--- config.mk ---
export PLATFORM = sky130hd
export DESIGN_NAME = fetch_unit
export DESIGN_NICKNAME = d
export VERILOG_FILES = /design/src/rtl/rv_pkg.sv /design/src/rtl/sync_fifo.sv /design/src/rtl/fetch_unit.sv
export SDC_FILE = /design/constraint.sdc
export NUM_CORES = 1
export LEC_CHECK = 0
export ABC_AREA = 1
export ABC_CLOCK_PERIOD_IN_PS = 8000
export BUFFER_PORTS_ARGS = -buffer_cell sky130_fd_sc_hd__buf_4
export CORE_AREA = 2 2 173 209
export CTS_CLUSTER_SIZE = 25
export DETAILED_ROUTE_END_ITERATION = 8
export DIE_AREA = 0 0 175 211
export SETUP_SLACK_MARGIN = 0.02
export SYNTH_ARGS = -nofsm -noshare
export SYNTH_HDL_FRONTEND = slang
export SYNTH_HIERARCHICAL = 1
export SYNTH_SLANG_ARGS = --single-unit
--- constraint.sdc ---
create_clock -name clk -period 8 [get_ports clk]
set_clock_uncertainty 0.1 [all_clocks]
set_input_delay 1.2 -clock clk [delete_from_list [all_inputs] [get_ports clk]]
set_output_delay 1.2 -clock clk [all_outputs]
set_load 0.02 [all_outputs]
--- src/rtl/rv_pkg.sv ---
// rtl/rv_pkg.sv - shared types and constants for the fetch stage
//
// XLEN             : architectural register / address width
// RESET_PC_DEFAULT : default first fetch address after reset
// fetch_pkt_t      : one buffered instruction and the address it was fetched from
// word_align       : clears the byte-offset bits of an address
package rv_pkg;

  localparam int XLEN = 32;

  localparam logic [XLEN-1:0] RESET_PC_DEFAULT = 32'h0000_0000;

  typedef struct packed {
    logic [XLEN-1:0] pc;
    logic [XLEN-1:0] instr;
  } fetch_pkt_t;

  function automatic logic [XLEN-1:0] word_align(input logic [XLEN-1:0] addr);
    return {addr[XLEN-1:2], 2'b00};
  endfunction

endpackage

--- src/rtl/sync_fifo.sv ---
// rtl/sync_fifo.sv - synchronous FIFO with push, pop and flush
//
// clk_i    : rising-edge clock
// rst_i    : synchronous active-high reset, empties the FIFO
// push_i   : write data_i at the tail (ignored when full unless popping)
// data_i   : write data
// pop_i    : remove the head entry (ignored when empty)
// flush_i  : discard all entries; applied after any same-cycle pop
// data_o   : head entry, valid while empty_o is low
// count_o  : number of stored entries, 0..DEPTH
// full_o   : count_o == DEPTH
// empty_o  : count_o == 0
module sync_fifo #(
  parameter int WIDTH = 64,
  parameter int DEPTH = 4,
  localparam int AW = $clog2(DEPTH),
  localparam int CW = AW + 1
) (
  input  logic             clk_i,
  input  logic             rst_i,
  input  logic             push_i,
  input  logic [WIDTH-1:0] data_i,
  input  logic             pop_i,
  input  logic             flush_i,
  output logic [WIDTH-1:0] data_o,
  output logic [CW-1:0]    count_o,
  output logic             full_o,
  output logic             empty_o
);

  localparam logic [CW-1:0] FULL_COUNT = CW'(DEPTH);

  logic [WIDTH-1:0] mem_q [DEPTH];
  logic [AW-1:0]    rd_ptr_q;
  logic [AW-1:0]    wr_ptr_q;
  logic [CW-1:0]    count_q;
  logic             do_pop;
  logic             do_push;

  assign empty_o = (count_q == '0);
  assign full_o  = (count_q == FULL_COUNT);
  assign count_o = count_q;
  assign data_o  = mem_q[rd_ptr_q];

  // A full FIFO may still accept a write when the head leaves in the same cycle.
  assign do_pop  = pop_i && !empty_o;
  assign do_push = push_i && (!full_o || do_pop);

  always_ff @(posedge clk_i) begin
    if (rst_i || flush_i) begin
      rd_ptr_q <= '0;
      wr_ptr_q <= '0;
      count_q  <= '0;
    end else begin
      if (do_push) begin
        wr_ptr_q <= wr_ptr_q + 1'b1;
      end
      if (do_pop) begin
        rd_ptr_q <= rd_ptr_q + 1'b1;
      end
      count_q <= count_q + CW'(do_push) - CW'(do_pop);
    end
  end

  // Storage carries no reset; only the pointers define which entries are live.
  always_ff @(posedge clk_i) begin
    if (do_push && !flush_i && !rst_i) begin
      mem_q[wr_ptr_q] <= data_i;
    end
  end

endmodule

--- src/rtl/fetch_unit.sv ---
// rtl/fetch_unit.sv - in-order instruction fetch with prefetch queue and redirect
//
// clk            : rising-edge clock
// rst            : synchronous active-high reset
// imem_req_*     : word-address request to instruction memory (valid/ready)
// imem_rsp_*     : in-order response, one per accepted request, no backpressure
// redirect_*     : control-flow redirect; flushes the queue and drops stale responses
// out_*          : {instr, pc, pc+4} to the datapath (valid/ready)
module fetch_unit
  import rv_pkg::*;
#(
  parameter logic [31:0] RESET_PC = RESET_PC_DEFAULT,
  parameter int          DEPTH    = 4
) (
  input  logic        clk,
  input  logic        rst,
  output logic        imem_req_valid,
  input  logic        imem_req_ready,
  output logic [31:0] imem_req_addr,
  input  logic        imem_rsp_valid,
  input  logic [31:0] imem_rsp_data,
  input  logic        redirect_valid,
  input  logic [31:0] redirect_pc,
  output logic        out_valid,
  input  logic        out_ready,
  output logic [31:0] out_instr,
  output logic [31:0] out_pc,
  output logic [31:0] out_pc_plus4
);

  localparam int CW = $clog2(DEPTH) + 1;
  localparam logic [CW:0] CAP = (CW + 1)'(DEPTH);

  logic [XLEN-1:0] fetch_pc_q, fetch_pc_d;
  logic [XLEN-1:0] rsp_pc_q, rsp_pc_d;
  logic [CW-1:0]   inflight_q, inflight_d;
  logic [CW-1:0]   drop_q, drop_d;

  logic [CW-1:0]   q_count;
  logic            q_full;
  logic            q_empty;
  logic [CW:0]     occupancy;
  logic            req_fire;
  logic            rsp_keep;
  logic            pop;
  fetch_pkt_t      push_pkt;
  fetch_pkt_t      head_pkt;

  // Stale in-flight responses will never reach the queue, so they hold no credit.
  assign occupancy = {1'b0, q_count} + {1'b0, inflight_q} - {1'b0, drop_q};

  assign imem_req_valid = !rst && !redirect_valid && (occupancy < CAP);
  assign imem_req_addr  = fetch_pc_q;
  assign req_fire       = imem_req_valid && imem_req_ready;

  // A response in a redirect cycle belongs to the old path and is discarded.
  assign rsp_keep = imem_rsp_valid && (drop_q == '0) && !redirect_valid;
  assign pop      = out_valid && out_ready;

  // rsp_pc tracks the address of the oldest response that will be kept;
  // requests after a redirect or reset are sequential, so it simply steps by 4.
  assign push_pkt = '{pc: rsp_pc_q, instr: imem_rsp_data};

  always_comb begin
    fetch_pc_d = fetch_pc_q;
    rsp_pc_d   = rsp_pc_q;
    drop_d     = drop_q;
    inflight_d = inflight_q + CW'(req_fire) - CW'(imem_rsp_valid);

    if (req_fire) begin
      fetch_pc_d = fetch_pc_q + 32'd4;
    end
    if (imem_rsp_valid && (drop_q != '0)) begin
      drop_d = drop_q - 1'b1;
    end
    if (rsp_keep) begin
      rsp_pc_d = rsp_pc_q + 32'd4;
    end

    // Everything still outstanding after this cycle is on the abandoned path.
    if (redirect_valid) begin
      fetch_pc_d = word_align(redirect_pc);
      rsp_pc_d   = word_align(redirect_pc);
      drop_d     = inflight_d;
    end
  end

  always_ff @(posedge clk) begin
    if (rst) begin
      fetch_pc_q <= RESET_PC;
      rsp_pc_q   <= RESET_PC;
      inflight_q <= '0;
      drop_q     <= '0;
    end else begin
      fetch_pc_q <= fetch_pc_d;
      rsp_pc_q   <= rsp_pc_d;
      inflight_q <= inflight_d;
      drop_q     <= drop_d;
    end
  end

  sync_fifo #(
    .WIDTH ($bits(fetch_pkt_t)),
    .DEPTH (DEPTH)
  ) u_queue (
    .clk_i   (clk),
    .rst_i   (rst),
    .push_i  (rsp_keep),
    .data_i  (push_pkt),
    .pop_i   (pop),
    .flush_i (redirect_valid),
    .data_o  (head_pkt),
    .count_o (q_count),
    .full_o  (q_full),
    .empty_o (q_empty)
  );

  assign out_valid    = !q_empty;
  assign out_instr    = head_pkt.instr;
  assign out_pc       = head_pkt.pc;
  assign out_pc_plus4 = head_pkt.pc + 32'd4;

  // Request credit guarantees a kept response always finds a free slot.
  a_no_overflow : assert property (@(posedge clk) disable iff (rst)
    rsp_keep |-> (!q_full || pop));

  a_rsp_has_request : assert property (@(posedge clk) disable iff (rst)
    imem_rsp_valid |-> (inflight_q != '0));

endmodule

== Word level (Yosys, flattened, before mapping) ==
Memories as Yosys holds them, arrays and structs flattened. A register that Yosys moved wholly into a read port is not among the register bits.
Index checks and enable logic that the tools add are counted.
W data, S select, Z words.

* Output and inout port bits: 130
* Bits in writable memories: 256
* Flip-flop bits (word level): 77
* Memories: 1

* Eq/ne operators: 1
* Magnitude comparators: 1
* Add/sub/neg operators: 12
* Multiplexer cells: 10
* Reduce and logical (&&, ||, !) cells: 24

{| class="wikitable"
|+ Memories
! name !! depth !! width !! rd ports !! clocked after Yosys merged registers in !! write ports !! line !! text
|-
| u_queue.mem_q || 4 || 64 || 1 || 1 || 1 || sync_fifo.sv:33 || <nowiki>logic [WIDTH-1:0] mem_q [DEPTH];</nowiki>
|}

{| class="wikitable"
|+ Operator list
! operator !! number
|-
| $mux W32 || 4
|-
| $add A32 B3 Y32 const B || 3
|-
| $logic_and A1 B1 Y1 || 11
|-
| $add A3 B1 Y3 || 2
|-
| $logic_not A3 Y1 || 2
|-
| $mux W3 || 2
|-
| $reduce_bool A2 Y1 || 3
|-
| $sub A3 B1 Y3 || 2
|-
| $add A2 B1 Y2 const B || 2
|-
| $add A3 B3 Y4 || 1
|-
| $logic_not A1 Y1 || 4
|-
| $lt A4 B3 Y1 const B || 1
|-
| $mux W2 || 2
|-
| $sub A4 B3 Y4 || 1
|-
| $eq A3 B3 Y1 const B || 1
|-
| $reduce_bool A3 Y1 || 1
|-
| $sub A3 B1 Y3 const B || 1
|-
| $logic_or A1 B1 Y1 || 2
|-
| $mux W1 || 2
|-
| $reduce_or A2 Y1 || 1
|}

== Longest topological paths before layout ==
Gate-level depths: netlist of run 1.

* Word-level depth: 10
* Depth in mapped cells: 18

== Cells and area by module ==
Netlist of run 1, hierarchy kept.

{| class="wikitable"
|+ By module, submodules not included
! module !! cells each !! sequential area each (um2) !! area each (um2) !! instances
|-
| sync_fifo || 691 || 7,867.5 || 9,992.1 || 1
|-
| fetch_unit || 896 || 1,321.3 || 5,496.5 || 1
|}

== Worst setup path after synthesis of run 1 ==
OpenSTA, ideal clock, no wires.

* Kind: input port to flip-flop
* Start point: in imem_rsp_valid
* End point: mem u_queue.mem_q[0][0], enable pin
* Data required time: 7.414 ns
* Cell stages on the path: 7
* Setup time: 0.486 ns
* Path buffers: 1
* Path slack: 2.704 ns
* Arrival time: 4.710 ns
* Path through: nand3_2 > nor2_2 > buf_4 > nand2_1 > inv_1 > nand2_1 > nor2_1

* Word-level cells in the longest chain between the ends: 7

{| class="wikitable"
|+ RTL lines
! item !! line !! text
|-
| from (decl) || fetch_unit.sv:20 || <nowiki>input logic imem_rsp_valid,</nowiki>
|-
| $logic_and A1 B1 Y1 (2 in series) || fetch_unit.sv:57 || <nowiki>assign rsp_keep = imem_rsp_valid && (drop_q == '0) && !redirect_valid;</nowiki>
|-
| named net rsp_keep || fetch_unit.sv:44 || <nowiki>logic rsp_keep;</nowiki>
|-
| $logic_and A1 B1 Y1 || sync_fifo.sv:47 || <nowiki>assign do_push = push_i && (!full_o || do_pop);</nowiki>
|-
| $logic_and A1 B1 Y1 (2 in series) || sync_fifo.sv:67 || <nowiki>if (do_push && !flush_i && !rst_i) begin</nowiki>
|-
| $mux W1 || sync_fifo.sv:67 ||
|-
| $mux W1 (not written as such) || sync_fifo.sv:68 || <nowiki>mem_q[wr_ptr_q] <= data_i;</nowiki>
|-
| to (decl) || sync_fifo.sv:33 ||
|}

The timed path passes the listed nets, and every way through them passes these cells.

==> results.sh, run 1 <==
export IMPL_highest_layer="met4"
export IMPL_clk_latency_ps=510
export IMPL_wl_met1_mm=16.76
export IMPL_die_w_um=175
export IMPL_post_drt_wl_per_cell_um=17.54
export IMPL_avgSynthCellArea_sq_um=9.763
export IMPL_wl_met2_mm=19.60
export IMPL_start_util_pct=44.48
export IMPL_hp_class="flip-flop to flip-flop"
export IMPL_cts_max_level=2
export IMPL_drt_initial_drc_count=818
export IMPL_routed_wl_mm=39.51
export IMPL_slowest_stage="buf_4"
export IMPL_grt_max_degree=99
export IMPL_setup_violations=0
export IMPL_final_nets=1854
export IMPL_cp_start_kind="flip-flop"
export IMPL_grt_usage_pct=21.19
export IMPL_antennaDiodeCount=0
export IMPL_numCtsBuffers=36
export IMPL_die_h_um=211
export IMPL_dp_cells=2189
export IMPL_post_place_ws_ps=3049
export IMPL_required_ps=6700
export IMPL_finalPower_uw=4044
export IMPL_vias=11839
export IMPL_hold_viol=0
export IMPL_first_pass_iters=5
export IMPL_gp_congestion=0.8916
export IMPL_grt_pass1_wl_mm=61.18
export IMPL_worst_pin_slew_ps=1086
export IMPL_place_area_sq_um=17220
export IMPL_grt_pass1_vias=11305
export IMPL_post_cts_setup_buffers=0
export IMPL_min_period_ps=5423
export IMPL_clkSinkCount=331
export IMPL_leakagePower_uw=0.006833
export IMPL_postRouteAntennaNets=0
export IMPL_timing_fmax_mhz=184.4
export IMPL_slew_viol_final=0
export IMPL_drive_gt1_share_pct=18.03
export IMPL_worstSetupPathType="flip-flop to output pin"
export IMPL_cts_buffer_depth=3
export IMPL_cp_arrival_ps=4120
export IMPL_antenna_found_initial=0
export IMPL_rows=75
export IMPL_outcome="finished clean"
export IMPL_grt_ovfl_total=0
export IMPL_cp_max_fo=65
export IMPL_wl_met3_mm=2.198
export IMPL_slew_headroom_pct=27.52
export IMPL_cts_hold_buf=0
export IMPL_critical_path_buf_inv_count=3
export IMPL_slowest_delay_ps=670
export IMPL_path_cells="inv_4 -> buf_4 -> nor2_1 -> o22ai_1 -> nand4_1 -> nor3_4 -> nand3_2 -> nor2_2 -> xor2_1 -> buf_4"
export IMPL_rsz0062_at_grt="no"
export IMPL_peakVddDrop_mv=0.1106
export IMPL_critPathMostFrequentCell="buf_4"
export IMPL_p_per_area_nw_per_um2=219.4
export IMPL_numPortBuffers=195
export IMPL_post_route_drc_count=0
export IMPL_area_growth_pct=19.02
export IMPL_finalNonFillerCells=2253
export IMPL_ios=200
export IMPL_crit_path_end_kind="output pin"
export IMPL_fillers=3137
export IMPL_synth_warnings=6
export IMPL_dieArea_sq_um=36930
export IMPL_cts_resized=0
export IMPL_syn_area_sq_um=15480
export IMPL_coreArea_sq_um=34810
export IMPL_path_delay_family="buffers and inverters"
export IMPL_fin_setup_tns_ps=0
export IMPL_tritoncts="built"
export IMPL_setup_slack_ps=2577
export IMPL_cts_clk_slew_worst_paths_ps=60
export IMPL_hpwl_mm=25.59
export IMPL_min_period_over_period_pct=67.79
export IMPL_synth_cells=1586
export IMPL_viasPerCell=5.255
export IMPL_fin_area_sq_um=18430
export IMPL_drv_cap=0
export IMPL_root_buffer="clkbuf_16"
==> stage by stage <==
stage               util, %  hold WS, ps
floorplan                 -        367.5
detailed placement    49.45        396.3
global route          52.94        429.9
CTS                   52.94        407.0
global placement      49.45        385.4
finish                52.94        403.9
==> routing by layer <==
metal	global-route usage [%]	vias to the layer above
met5	0	-
met4	6.983	0
met3	3.276	62
met2	37.00	360
met1	26.96	5608
li1	-	5809
==> registers in the layout, summed over array words and instances, names as in the netlist, named ones only <==
signal / cells
drop_q: 3
imem_req_addr: 30
inflight_q: 3
rsp_pc_q: 30
u_queue/count_o: 3
u_queue/mem_q: 256
u_queue/rd_ptr_q: 2
u_queue/wr_ptr_q: 2
==> tightest hold or removal path, stage by stage, from the launching register on <==
cell and delay (ps):
dfxtp_1 320, nand2_1 70, a21oi_1 70
==> cell usage in the layout (no fill, tap or decap), drive strengths merged, types with 10 or more instances in the layout <==
cell,instances
nor2,245
a31oi,11
ha,15
conb,10
nand3,100
clkinv,14
nor3,20
edfxtp,256
nand2,298
xor2,25
nand4,20
a21oi,61
clkbuf,41
buf,204
o21ai,162
o22ai,67
xnor2,13
dfxtp,75
inv,118
==> worst paths after layout <==
path	startpoint	to	slack, ps	cells after the start
min reg2reg	u_queue/rd_ptr_q[1]	flip-flop	400	2
max reg2reg	inflight_q[1]	drop_q[2]	3700	16
max	flip-flop	out_pc_plus4[30]	2580	10
min	u_queue/rd_ptr_q[1]	flip-flop	400	2
==> final cells by class <==
type / instances / area, sq um / area share (%)
sequential: 331 / 9194 / 49.88
tap: 462 / 578.1 / 3.136
timing repair buffer: 204 / 1531 / 8.310
clock inverter: 23 / 264.0 / 1.432
inverter: 119 / 449.2 / 2.437
clock buffer: 41 / 950.9 / 5.160
multi-input combinational: 1073 / 5463 / 29.64
==> report_power, final <==
group | switching [uW] | internal, uW | leakage (uW)
sequential | 54.6 | 1900 | 0.00294
clock | 653 | 1040 | 0.000584
combinational | 248 | 145 | 0.00330
total | 956 | 3090 | 0.00683
Power figures use the tool's default switching activity.
==> inputs of run 2 (changes only) <==
Settings changed: ABC_CLOCK_PERIOD_IN_PS 8000 to 5500.
Clock period 8 ns to 5.5 ns, I/O delays scaled along.
==> run 2 against run 1 <==
Net effect:
- final cell count about the same
- largest cell class unchanged
- first-iteration DRC count decreased by 0.12%
- routed wire length increased by 0.65%
- critical endpoint is now out_pc_plus4[31]
- via count increased by 0.90%
- worst setup slack got worse by 1700 ps
- combinational power increased by 47%
==> results.sh, run 2 (synthesis results as in run 1) <==
export IMPL_outcome="finished clean"
export IMPL_area_growth_pct=18.99
export IMPL_cp_max_fo=64
export IMPL_vias=11946
export IMPL_p_per_area_nw_per_um2=311.8
export IMPL_drv_cap=0
export IMPL_cts_max_level=2
export IMPL_grt_usage_pct=21.38
export IMPL_cp_start_kind="flip-flop"
export IMPL_final_cell_mix="nand2_1 (292), edfxtp_1 (256), nor2_1 (218), buf_4 (206), inv_1 (111)"
export IMPL_timing_fmax_mhz=217.6
export IMPL_post_place_ws_ps=1396
export IMPL_routed_wl_mm=39.77
export IMPL_clkSinkCount=331
export IMPL_start_util_pct=44.48
export IMPL_die_h_um=211
export IMPL_slew_viol_final=0
export IMPL_drive_gt1_share_pct=17.96
export IMPL_grt_ovfl_total=0
export IMPL_rsz0062_at_grt="no"
export IMPL_final_nets=1858
export IMPL_tritoncts="built"
export IMPL_hold_viol=0
export IMPL_cts_clk_slew_worst_paths_ps=60
export IMPL_cts_buffer_depth=3
export IMPL_coreArea_sq_um=34810
export IMPL_min_period_ps=4597
export IMPL_antenna_found_initial=0
export IMPL_post_route_drc_count=0
export IMPL_rr_worst_depth=17
export IMPL_grt_pass1_vias=11474
export IMPL_hp_class="flip-flop to flip-flop"
export IMPL_worstSetupPathType="flip-flop to output pin"
export IMPL_gp_congestion=0.9161
export IMPL_required_ps=4580
export IMPL_largest_reg_flops=256
export IMPL_numCtsBuffers=35
export IMPL_r2r_end="drop_q[2]"
export IMPL_final_common_cell="nand2_1"
export IMPL_dieArea_sq_um=36930
export IMPL_clk_latency_ps=510
export IMPL_die_w_um=175
export IMPL_leakagePower_uw=0.006833
export IMPL_min_period_over_period_pct=83.57
export IMPL_rows=75
export IMPL_postRouteAntennaNets=0
export IMPL_rrSetupSlack_ps=1820
export IMPL_grt_max_degree=67
export IMPL_setup_violations=0
export IMPL_top_register="u_queue/mem_q"
export IMPL_antennaDiodeCount=0
export IMPL_numPortBuffers=195
export IMPL_peakVddDrop_mv=0.1636
export IMPL_fin_setup_tns_ps=0
export IMPL_grt_pass1_wl_mm=62.09
export IMPL_hpwl_mm=26.02
export IMPL_cts_resized=0
export IMPL_crit_path_end_kind="output pin"
export IMPL_endpoint="out_pc_plus4[31]"
export IMPL_post_cts_setup_buffers=0
export IMPL_root_buffer="clkbuf_16"
export IMPL_slew_headroom_pct=45.51
export IMPL_fin_util_pct=52.92
export IMPL_drt_initial_drc_count=817
export IMPL_cp_arrival_ps=3670
export IMPL_cts_hold_buf=0
export IMPL_worst_pin_slew_ps=817.4
export IMPL_first_pass_iters=6
export IMPL_post_drt_wl_per_cell_um=17.64
export IMPL_viasPerCell=5.298
export IMPL_r2r_start="inflight_q[1]"
export IMPL_ios=200
export IMPL_setup_slack_ps=903.4
==> run 2: power breakdown <==
part           switching [uW]  internal (uW)  total (uW)  leakage, uW
registers                79.8           2760        2840      0.00294
clock network             917           1410        2330     0.000552
logic                     363            213         576      0.00334
total                    1360           4390        5750      0.00683
==> run 2: metrics by stage <==
step / instance area, sq um / cells / hold WS (ps) / power [uW]
after floorplan: 15520 / 1595 / 367.5 / 3252
after global routing: 18430 / 2255 / 401.2 / 5972
final: 18430 / 2255 / 404.9 / 5745
after detailed placement: 17290 / 2194 / 398.5 / 3473
after CTS: 18430 / 2255 / 396.9 / 5801
after global placement: 17290 / 2194 / 387.8 / 3459
==> run 2: worst min path at each step <==
| stage | slack (ps) | cells past startpoint | end | from |
|---|---|---|---|---|
| final | 400 | 2 | flip-flop | u_queue/rd_ptr_q[0] |
| after global routing | 400 | 1 | u_queue/mem_q[2][19] | imem_rsp_data[19] |
| after CTS | 400 | 1 | u_queue/mem_q[2][26] | imem_rsp_data[26] |
| after detailed placement | 400 | 2 | flip-flop | u_queue/rd_ptr_q[0] |
| after global placement | 390 | 2 | flip-flop | u_queue/rd_ptr_q[1] |
| after floorplan | 370 | 2 | flip-flop | u_queue/rd_ptr_q[1] |
==> run 2: cell type report <==
type | count | area [sq um]
Clock buffer | 49 | 1002
Clock inverter | 12 | 132.6
Fill cell | 3130 | 16390
Inverter | 119 | 449.2
Multi-Input combinational cell | 1073 | 5463
Sequential cell | 331 | 9194
Tap cell | 462 | 578.1
Timing Repair Buffer | 209 | 1607
==> run 2: worst max-delay path, cell delays in order, from the launching register on <==
cell and delay, ps:
dfxtp_4 530, inv_4 580, o21ai_1 120, o22ai_1 570, nand2_1 240, nor2_1 200
nand4_1 140, nor3_1 200, nand2_1 100, xnor2_1 230, buf_4 190
==> run 2: routing by layer <==
layer  global-route usage [%]  up-vias  part of all wire, %
li1                         -     5824                    -
met1                    27.00     5690                   42
met2                    38.15      372                   50
met3                    3.024       60                  5.4
met4                    6.293        0                  2.2
met5                        0        -                    0
